--- src/rtl/axis_requant_pkg.sv ---
// Shared constants and frame-state type for the Q30 -> Q15 requantiser.
package axis_requant_pkg;

    localparam int IN_W  = 32;
    localparam int OUT_W = 16;

    localparam logic signed [OUT_W-1:0] Q15_MAX = 16'sh7FFF;
    localparam logic signed [OUT_W-1:0] Q15_MIN = 16'sh8000;

    typedef enum logic {
        ST_IDLE,
        ST_IN_FRAME
    } frame_state_e;

endpackage

--- src/rtl/axis_sync_fifo.sv ---
// Single-clock FIFO with a first-word-fall-through head; the head reads zero when empty.
module axis_sync_fifo #(
    parameter int WIDTH = 17,
    parameter int DEPTH = 8
) (
    input  logic                      clk,
    input  logic                      rst_n,
    input  logic                      push,
    input  logic [WIDTH-1:0]          din,
    input  logic                      pop,
    output logic [WIDTH-1:0]          dout,
    output logic                      full,
    output logic                      empty,
    output logic [$clog2(DEPTH):0]    count
);

    localparam int AW = $clog2(DEPTH);
    localparam int CW = AW + 1;

    logic [WIDTH-1:0] mem_q [DEPTH];
    logic [AW-1:0]    wr_ptr_q;
    logic [AW-1:0]    rd_ptr_q;
    logic [CW-1:0]    count_q;
    logic             do_push;
    logic             do_pop;

    assign full    = (count_q == CW'(DEPTH));
    assign empty   = (count_q == '0);
    assign count   = count_q;
    assign do_push = push && !full;
    assign do_pop  = pop && !empty;
    assign dout    = empty ? '0 : mem_q[rd_ptr_q];

    always_ff @(posedge clk or negedge rst_n) begin
        if (!rst_n) begin
            wr_ptr_q <= '0;
            rd_ptr_q <= '0;
            count_q  <= '0;
        end else begin
            if (do_push) wr_ptr_q <= wr_ptr_q + AW'(1);
            if (do_pop)  rd_ptr_q <= rd_ptr_q + AW'(1);
            case ({do_push, do_pop})
                2'b10:   count_q <= count_q + CW'(1);
                2'b01:   count_q <= count_q - CW'(1);
                default: count_q <= count_q;
            endcase
        end
    end

    // Storage needs no reset: the head is masked while empty.
    always_ff @(posedge clk) begin
        if (do_push) mem_q[wr_ptr_q] <= din;
    end

endmodule

--- src/rtl/axis_q15_requant.sv ---
// AXI-Stream Q30 -> Q15 round/shift/saturate stage with frame and tkeep checks.
// Define AXIS_REQUANT_SAT_COUNT_EN to build the saturation event counter.
//
// state       | meaning
// ST_IDLE     | between frames, next accepted beat is beat 0
// ST_IN_FRAME | inside a frame, beat_q holds the index of the next beat
module axis_q15_requant
    import axis_requant_pkg::*;
#(
    parameter int DEPTH     = 8,
    parameter int FRAME_LEN = 64,
    parameter int SHIFT     = 15
) (
    input  logic               clk,
    input  logic               reset,
    input  logic [IN_W-1:0]    s_axis_tdata,
    input  logic [3:0]         s_axis_tkeep,
    input  logic               s_axis_tlast,
    input  logic               s_axis_tvalid,
    output logic               s_axis_tready,
    output logic [OUT_W-1:0]   m_axis_tdata,
    output logic               m_axis_tlast,
    output logic               m_axis_tvalid,
    input  logic               m_axis_tready,
    output logic               frame_err,
    output logic               keep_err,
    output logic [15:0]        sat_count
);

    localparam int CW = $clog2(DEPTH) + 1;
    localparam int BW = (FRAME_LEN > 1) ? $clog2(FRAME_LEN) : 1;
    localparam logic [BW-1:0] LAST_BEAT = BW'(FRAME_LEN - 1);

    localparam logic signed [IN_W:0] RND    = (IN_W+1)'(1) << (SHIFT - 1);
    localparam logic signed [IN_W:0] LIM_HI = 33'sd32767;
    localparam logic signed [IN_W:0] LIM_LO = -33'sd32768;

    logic                 tready_q;
    logic                 frame_err_q;
    logic                 keep_err_q;
    frame_state_e         state_q;
    logic [BW-1:0]        beat_q;

    logic                 acc;
    logic                 pop;
    logic                 fifo_full;
    logic                 fifo_empty;
    logic [CW-1:0]        fifo_count;
    logic [CW-1:0]        cnt_next;
    logic [OUT_W:0]       fifo_dout;

    logic signed [IN_W:0] ext;
    logic signed [IN_W:0] rnd;
    logic signed [IN_W:0] shf;
    logic                 sat_hi;
    logic                 sat_lo;
    logic [OUT_W-1:0]     q15;

    assign acc = s_axis_tvalid && tready_q && !fifo_full;
    assign pop = !fifo_empty && m_axis_tready;

    // 33-bit intermediate cannot overflow when the rounding constant is added.
    always_comb begin
        ext    = {s_axis_tdata[IN_W-1], s_axis_tdata};
        rnd    = ext + RND;
        shf    = rnd >>> SHIFT;
        sat_hi = (shf > LIM_HI);
        sat_lo = (shf < LIM_LO);
        if (sat_hi)      q15 = Q15_MAX;
        else if (sat_lo) q15 = Q15_MIN;
        else             q15 = shf[OUT_W-1:0];
    end

    axis_sync_fifo #(
        .WIDTH (OUT_W + 1),
        .DEPTH (DEPTH)
    ) u_fifo (
        .clk   (clk),
        .rst_n (reset),
        .push  (acc),
        .din   ({s_axis_tlast, q15}),
        .pop   (pop),
        .dout  (fifo_dout),
        .full  (fifo_full),
        .empty (fifo_empty),
        .count (fifo_count)
    );

    assign cnt_next = fifo_count + {{(CW-1){1'b0}}, acc} - {{(CW-1){1'b0}}, pop};

    always_ff @(posedge clk or negedge reset) begin
        if (!reset) tready_q <= 1'b0;
        else        tready_q <= (cnt_next < CW'(DEPTH));
    end

    always_ff @(posedge clk or negedge reset) begin
        if (!reset) begin
            state_q     <= ST_IDLE;
            beat_q      <= '0;
            frame_err_q <= 1'b0;
        end else if (acc) begin
            case (state_q)
                ST_IDLE: begin
                    if (s_axis_tlast) begin
                        if (FRAME_LEN != 1) frame_err_q <= 1'b1;
                    end else begin
                        state_q <= ST_IN_FRAME;
                        beat_q  <= BW'(1);
                    end
                end
                ST_IN_FRAME: begin
                    if (s_axis_tlast) begin
                        if (beat_q != LAST_BEAT) frame_err_q <= 1'b1;
                        state_q <= ST_IDLE;
                        beat_q  <= '0;
                    end else if (beat_q == LAST_BEAT) begin
                        frame_err_q <= 1'b1;
                        beat_q      <= '0;
                    end else begin
                        beat_q <= beat_q + BW'(1);
                    end
                end
                default: begin
                    state_q <= ST_IDLE;
                    beat_q  <= '0;
                end
            endcase
        end
    end

    always_ff @(posedge clk or negedge reset) begin
        if (!reset)                           keep_err_q <= 1'b0;
        else if (acc && s_axis_tkeep != 4'hF) keep_err_q <= 1'b1;
    end

`ifdef AXIS_REQUANT_SAT_COUNT_EN
    logic        sat;
    logic [15:0] sat_cnt_q;

    assign sat = sat_hi || sat_lo;

    always_ff @(posedge clk or negedge reset) begin
        if (!reset)                                 sat_cnt_q <= '0;
        else if (acc && sat && sat_cnt_q != 16'hFFFF) sat_cnt_q <= sat_cnt_q + 16'd1;
    end

    assign sat_count = sat_cnt_q;
`else
    assign sat_count = 16'd0;
`endif

    assign s_axis_tready = tready_q;
    assign m_axis_tvalid = !fifo_empty;
    assign m_axis_tdata  = fifo_dout[OUT_W-1:0];
    assign m_axis_tlast  = fifo_dout[OUT_W];
    assign frame_err     = frame_err_q;
    assign keep_err      = keep_err_q;

endmodule
--- config.mk ---
export PLATFORM = sky130hd
export DESIGN_NAME = axis_q15_requant
export DESIGN_NICKNAME = d
export VERILOG_FILES = /design/src/rtl/axis_requant_pkg.sv /design/src/rtl/axis_sync_fifo.sv /design/src/rtl/axis_q15_requant.sv
export SDC_FILE = /design/constraint.sdc
export NUM_CORES = 1
export LEC_CHECK = 0
export BUFFER_PORTS_ARGS = -buffer_cell sky130_fd_sc_hd__buf_2
export CAP_MARGIN = 15
export CORE_MARGIN = 2
export CORE_UTILIZATION = 45
export CTS_BUF_LIST = sky130_fd_sc_hd__clkbuf_8
export DETAILED_ROUTE_END_ITERATION = 12
export GPL_TIMING_DRIVEN = 0
export PLACE_DENSITY = 0.75
export REMOVE_ABC_BUFFERS = 1
export SKIP_LAST_GASP = 1
export SYNTH_ARGS = -nofsm -noshare
export SYNTH_HDL_FRONTEND = slang
export SYNTH_SLANG_ARGS = --single-unit
--- constraint.sdc ---
create_clock -name clk -period 3.5 [get_ports clk]
set_input_delay 0 -clock clk [delete_from_list [all_inputs] [get_ports clk]]
set_output_delay 0 -clock clk [all_outputs]
set_load 0.02 [all_outputs]
* After elaboration in Yosys (flattened, before gate mapping)
Memory sizes are Yosys's and may differ from the RTL's. Index checks and enable logic that the tools add are counted.
Operators by class: bitwise gates (word level) 1, equality and inequality tests 10, muxes and demuxes 16, div/mod/pow operators 0, $add $sub $neg 8, reduce and logical (&&, ||, !) cells 12, shift operators 0, magnitude comparators 3, multipliers 0
Operator list (count):
- $add 32x16->33 const B | 1
- $mux 16 | 2
- $gt 18x16->1 const B | 1
- $lt 18x16->1 const B | 1
- $mux 6 | 3
- $mux 17 | 1
- $pmux 6 s2 | 1
- $pmux 4 s2 | 1
- $mux 1 | 7
- $add 3x1->3 const B | 2
- $add 6x1->6 const B | 1
- $eq 6x6->1 const B | 1
- $logic_and 1x1->1 | 6
- $ne 3x2->1 const B | 2
- $ne 6x6->1 const B | 1
- $add 4x1->4 | 1
- $add 4x1->4 const B | 1
- $eq 4x4->1 const B | 1
- $logic_not 4->1 | 1
- $lt 4x4->1 const B | 1
- $ne 2x2->1 const B | 2
- $ne 4x4->1 const B | 1
- $reduce_and 4->1 | 1
- $sub 4x1->4 | 1
- 8 further kinds | 9
Storage, ports and cells: memory bits (read-only) 0, word-level logic and storage cells 59, bits of input ports 41, latch bits 0, bits in writable memories 136, memories 1, output and inout bits 37, register bits after elaboration 20
Memory list:
- u_fifo.mem_q | depth 8, bits a word 17, rd ports 1, clocked after memory_dff 0, write ports 1, RTL line axis_sync_fifo.sv:20 | logic [WIDTH-1:0] mem_q [DEPTH];

* Longest topological paths before layout
word-level depth 6, depth in mapped cells 14, depth with buffers taken out 12

* By module
From an unflattened synthesis, not the netlist that was laid out.
Unflattened totals: cell total of the unflattened synthesis 450, area total of the unflattened synthesis 7161.9 um2
By module, submodules not included:
- axis_sync_fifo | area an instance 5770.5 um2, sequential area each 4334.2 um2, cells an instance 276, instances 1
- axis_q15_requant | area an instance 1391.3 um2, sequential area each 250.2 um2, cells an instance 174, instances 1

* Worst setup path before layout
No wires, ideal clock.
path kind reg-to-reg, from reg u_fifo.count_q[2] (netlist: u_fifo.count[2]), to mem u_fifo.mem_q[2][0], enable pin, buffers on the path 1, arrival 3082 ps, period minus slack after synthesis 3522 ps, library setup time 441 ps, slack -22 ps, data required time 3059 ps, stages on the path, launching flop included 8, cell sequence dfrtp_1 inv_1 ha_1 or3b_1 and3_1 buf_2 inv_2 nor4b_1
On the way: word-level cells in the longest chain between the ends 6
RTL lines:
- start: declaration | RTL line axis_sync_fifo.sv:23 | logic [CW-1:0] count_q;
- start signal: assignment | RTL line axis_sync_fifo.sv:43 | 2'b10: count_q <= count_q + CW'(1);
- start signal: assignment | RTL line axis_sync_fifo.sv:44 | 2'b01: count_q <= count_q - CW'(1);
- start signal: assignment | RTL line axis_sync_fifo.sv:45 | default: count_q <= count_q;
- $eq 4x4->1 * | RTL line axis_sync_fifo.sv:27 | assign full = (count_q == CW'(DEPTH));
- $logic_not 1->1 * | RTL line axis_sync_fifo.sv:30, axis_q15_requant.sv:59
- $logic_and 1x1->1 | RTL line axis_q15_requant.sv:59 | assign acc = s_axis_tvalid && tready_q && !fifo_full;
- $logic_and 1x1->1 * | RTL line axis_sync_fifo.sv:30 | assign do_push = push && !full;
- $mux 1 * | RTL line axis_sync_fifo.sv:52 | if (do_push) mem_q[wr_ptr_q] <= din;
- $mux 1 (not written as such) * | RTL line axis_sync_fifo.sv:52
- end: declaration | RTL line axis_sync_fifo.sv:20
Every way passes the cells marked *; elsewhere a longest branch is shown, timed or not.

* Final worst setup path
from reg u_fifo.count_q[2] (netlist: u_fifo.count[2]), to reg u_fifo.count_q[3] (netlist: u_fifo.count[3])
On the way: word-level cells in the longest chain between the ends 6, elaborated cells on any way between the ends 14, classes of those cells 2 x add/sub; 3 x eq/ne; 1 x mux; 8 x reduce/logical
RTL lines:
- $eq 4x4->1 or $logic_not 4->1 (tied branches) | RTL line axis_sync_fifo.sv:27, axis_sync_fifo.sv:28
- $logic_not 1->1 (on tied branches)
- $logic_and 1x1->1 (on tied branches) | RTL line axis_q15_requant.sv:59, axis_q15_requant.sv:60
- $logic_and 1x1->1 (on tied branches) | RTL line axis_sync_fifo.sv:30, axis_sync_fifo.sv:31
- $eq 2x1->1 or $eq 2x2->1 (tied branches) | RTL line axis_sync_fifo.sv:42 | case ({do_push, do_pop})
- $pmux 4 s2 or $reduce_bool 2->1 (tied branches)
Parallel ways exist; a longest one is shown, timed or not. A chain may end at the register's enable or synchronous reset.

==> impl_metrics.xml <==
<?xml version="1.0" encoding="UTF-8"?>
<metrics>
  <group name="worst_setup_path">
    <metric name="arrival" unit="ns">3.46</metric>
    <metric name="cp_data_required_time" unit="ns">3.85</metric>
    <metric name="critPathMaxStageDelay" unit="ns">0.78</metric>
    <metric name="critical_path.n_buffers_inverters" unit="">2</metric>
    <metric name="path_delay_family" unit="">simple AND/OR/NAND/NOR gates</metric>
    <metric name="timing.critical_path.to_type" unit="">flip-flop</metric>
    <metric name="worst-path-max-fanout" unit="">18</metric>
    <metric name="cpMostUsedCell" unit="">ha_1</metric>
    <metric name="crit_path_start_kind" unit="">flip-flop</metric>
    <metric name="path_cells" unit="">inv_1 -&gt; ha_1 -&gt; and2_1 -&gt; inv_2 -&gt; and2_1 -&gt; ha_1 -&gt; ha_1 -&gt; a21o_1 -&gt; a21oi_1 -&gt; xnor2_1 -&gt; nor2_1 -&gt; xnor2_1</metric>
    <metric name="setup_crit_path_kind" unit="">flip-flop to flip-flop</metric>
    <metric name="critical_path_s_slowest_cell" unit="">and2_1</metric>
  </group>
  <group name="routing">
    <metric name="dr.pass1.iters" unit="">4</metric>
    <metric name="drc" unit="">0</metric>
    <metric name="wl" unit="um">13600</metric>
    <metric name="vias" unit="">3906</metric>
    <metric name="route.detailed.vias_per_inst" unit="">5.37</metric>
    <metric name="avgRoutedWirePerCell" unit="um">18.7</metric>
    <metric name="first_iteration_detailed_routing_drc_count" unit="">316</metric>
    <metric name="final_antenna_net_count" unit="">0</metric>
  </group>
  <group name="synthesis">
    <metric name="ys_top_cells_by_count" unit="">edfxtp_1 (136), mux4_2 (34), nor2_1 (29), dfrtp_1 (20), mux2i_1 (20)</metric>
    <metric name="post-synth-top-area-cell" unit="">edfxtp_1</metric>
    <metric name="post_synthesis_register_bit_count" unit="">156</metric>
    <metric name="synth_cell_types" unit="">58</metric>
    <metric name="synthesis.area" unit="sq um">7070</metric>
    <metric name="dominantRegCellSynth" unit="">edfxtp_1</metric>
    <metric name="yosysWarningCount" unit="">0</metric>
    <metric name="synthCells" unit="">439</metric>
    <metric name="ranking_of_synthesized_cells_by_area" unit="">edfxtp_1 (58%), mux4_2 (11%), dfrtp_1 (7.1%)</metric>
    <metric name="async_set_reset_flop_share_out_of_synthesis" unit="">0.128</metric>
    <metric name="post_synth_edffs" unit="">136</metric>
    <metric name="synth_top_area_frac" unit="">0.577</metric>
    <metric name="synth.avg_cell_area" unit="sq um">16.1</metric>
    <metric name="most_frequent_cell_after_synthesis" unit="">edfxtp_1</metric>
    <metric name="synth_seq_area_share" unit="">0.648</metric>
  </group>
  <group name="clock_network">
    <metric name="cts.reportedPaths.clkPinSlew" unit="ns">0.09</metric>
    <metric name="clock_path_buffers" unit="">2</metric>
    <metric name="htree_levels" unit="">4</metric>
    <metric name="postCtsSetupBuffers" unit="">0</metric>
    <metric name="ctsHoldBuffers" unit="">5</metric>
    <metric name="post_cts_resize_count" unit="">0</metric>
    <metric name="clockRootBuffer" unit="">clkbuf_8</metric>
    <metric name="tritoncts.num_buffers" unit="">17</metric>
    <metric name="cts.sinks" unit="">156</metric>
    <metric name="worstSkewPairLatency" unit="ns">0.47</metric>
    <metric name="tritoncts" unit="">built</metric>
  </group>
  <group name="sta">
    <metric name="setup_viol" unit="">0</metric>
    <metric name="rsz0062_at_grt" unit="">no</metric>
    <metric name="fin_worst_hold_slack" unit="ns">0.0142</metric>
    <metric name="hold_violations" unit="">0</metric>
    <metric name="timing.clock.skew" unit="ns">0.0154</metric>
    <metric name="slew_headroom" unit="">0.205</metric>
    <metric name="report.final.slew_viol_count" unit="">0</metric>
    <metric name="timing.fmax" unit="MHz">322</metric>
    <metric name="timing_worst_slew_pin_value" unit="ns">1.19</metric>
    <metric name="fin_crit_sh" unit="">0.888</metric>
    <metric name="post-route-worst-setup-slack" unit="ns">0.391</metric>
    <metric name="min_period" unit="ns">3.11</metric>
  </group>
  <group name="job">
    <metric name="cap_violations" unit="">0</metric>
  </group>
  <group name="finish">
    <metric name="stdcell_area" unit="sq um">8070</metric>
    <metric name="final_layout_size_suffix_gt1_frac" unit="">0.302</metric>
    <metric name="areaGrowthSynthToFinish" unit="%">14.1</metric>
    <metric name="insertedDiodeCount" unit="">0</metric>
    <metric name="design.final.nets" unit="">558</metric>
    <metric name="final-instance-count-excl-fill" unit="">728</metric>
  </group>
  <group name="placed_design">
    <metric name="detailedPlace.worstSlack" unit="ns">0.365</metric>
    <metric name="port-buffer-count" unit="">47</metric>
    <metric name="place_inst" unit="">691</metric>
    <metric name="place_congestion" unit="">0.892</metric>
    <metric name="place_hpwl" unit="um">9500</metric>
    <metric name="postPlaceCellArea" unit="sq um">7630</metric>
  </group>
  <group name="pwr">
    <metric name="peakVddDrop" unit="V">0.000318</metric>
    <metric name="total_power" unit="mW">5.86</metric>
    <metric name="power_per_cell_area" unit="nW/um^2">726</metric>
    <metric name="p_leak" unit="nW">2.83</metric>
  </group>
  <group name="die">
    <metric name="floorplan.initialDensity" unit="">0.464</metric>
    <metric name="dieHeight" unit="um">129</metric>
    <metric name="die_w" unit="um">129</metric>
    <metric name="floorplan.io_pins" unit="">78</metric>
    <metric name="core_region_area" unit="sq um">15300</metric>
    <metric name="row_count" unit="">45</metric>
    <metric name="die_area" unit="sq um">16700</metric>
  </group>
  <group name="status">
    <metric name="run_status" unit="">completed</metric>
  </group>
  <group name="global_route">
    <metric name="globalRoute.totalOverflow" unit="">0</metric>
    <metric name="groute.usage.overall" unit="">0.174</metric>
    <metric name="vias_in_the_first_global_route" unit="">4035</metric>
    <metric name="grt_pass1_wl" unit="um">21500</metric>
    <metric name="grt_start_max_net_pins" unit="">37</metric>
    <metric name="grt_antenna_before_repair" unit="">0</metric>
  </group>
  <group name="min_path">
    <metric name="hold_path_class" unit="">primary input to asynchronous set/reset pin</metric>
  </group>
</metrics>
## path summary, 6_finish.rpt
check / start / slack, ns / endpoint / cells after the start
min in group clk: s_axis_tdata[31] / 0.07 / u_fifo.mem_q[7][6]$_DFFE_PP_ / 2
setup / recovery: u_fifo.count[2]$_DFFE_PN0P_ / 0.39 / u_fifo.count[3]$_DFFE_PN0P_ / 12
hold / removal: reset / 0.01 / u_fifo.count[3]$_DFFE_PN0P_ / 2
max in group asynchronous: reset / 3.15 / u_fifo.rd_ptr_q[0]$_DFFE_PN0P_ / 2
setup reg to reg: u_fifo.count[2]$_DFFE_PN0P_ / 0.39 / u_fifo.count[3]$_DFFE_PN0P_ / 12
hold reg to reg: frame_err$_DFFE_PN0P_ / 0.46 / frame_err$_DFFE_PN0P_ / 1
## layout by cell type, fill, tap and decap left out, types with 3 or more instances in the layout
master / synthesis / layout
dlygate4sd3_1: 0 / 5
clkinvlp_4: 0 / 3
xor2_1: 7 / 7
nand4_1: 5 / 5
a21o_1: 4 / 4
nor3_2: 1 / 3
clkinv_4: 0 / 3
buf_6: 0 / 8
mux2i_1: 20 / 20
buf_4: 16 / 6
a21oi_1: 10 / 10
ha_1: 12 / 12
buf_2: 10 / 47
nand2_1: 17 / 17
a31oi_1: 3 / 3
and3_1: 6 / 6
nor3_1: 6 / 4
conb_1: 1 / 16
inv_1: 11 / 11
xnor2_1: 18 / 18
nand3_1: 8 / 8
o21ai_0: 6 / 6
edfxtp_1: 136 / 136
o211ai_1: 6 / 6
mux4_2: 34 / 34
dfrtp_1: 20 / 18
clkbuf_8: 0 / 17
nor2_1: 29 / 28
inv_8: 0 / 5
## state kept, by name (all words and copies together) (netlist names)
| register | count |
|---|---|
| s_axis_tready | 1 |
| keep_err | 1 |
| u_fifo.count | 4 |
| u_fifo.mem_q | 136 |
| frame_err | 1 |
| u_fifo.wr_ptr_q | 3 |
| beat_q | 6 |
| u_fifo.rd_ptr_q | 3 |
| state_q | 1 |
## final cells by class
cell class	instances	area [sq um]
clock buffers	17	234
clock inverters	15	155
fillers	1233	7190
inverters	13	48.8
multi-input cells	248	2320
flip-flops and latches	156	4590
well taps	211	264
repair buffers	68	455
## metrics by stage
stage / TNS, ns / utilization
2_1_floorplan: -1.37 / -
3_3_place_gp: -143.48 / 0.486
3_5_place_dp: 0 / 0.500
4_1_cts: 0 / 0.529
5_1_grt: 0 / 0.529
6_report: 0 / 0.529
## cell families (layout without fill, tap and decap cells)
group                      count (synthesis)  in the layout  share of synthesized area
DFF                                      156            156                      0.648
and+or+nand+nor                           93             93                     0.0747
muxes                                     55             55                      0.138
buffers and inverters                     50            113                     0.0370
AOI/OAI and AO/OA                         45             45                     0.0451
xor gates and xnor gates                  25             25                     0.0310
adders and majority gates                 14             14                     0.0255
other                                      1             16                   0.000530
## routing by layer
| metal | wire [um] | up-vias | track usage | part of all wire |
|---|---|---|---|---|
| met1 | 5600 | 1972 | 0.213 | 0.41 |
| li1 | - | 1806 | - | - |
| met3 | 668 | 20 | 0.0367 | 0.049 |
| met4 | 292 | 0 | 0.0799 | 0.021 |
| met2 | 7070 | 108 | 0.298 | 0.52 |
| met5 | 0 | - | 0 | 0 |
## power by group
| group | internal (mW) | total [mW] | switching (mW) |
|---|---|---|---|
| Sequential | 2.28 | 2.62 | 0.342 |
| Combinational | 0.935 | 1.95 | 1.01 |
| Clock | 0.531 | 1.29 | 0.758 |
| Total | 3.75 | 5.86 | 2.11 |
Power figures use the tool's default switching activity.
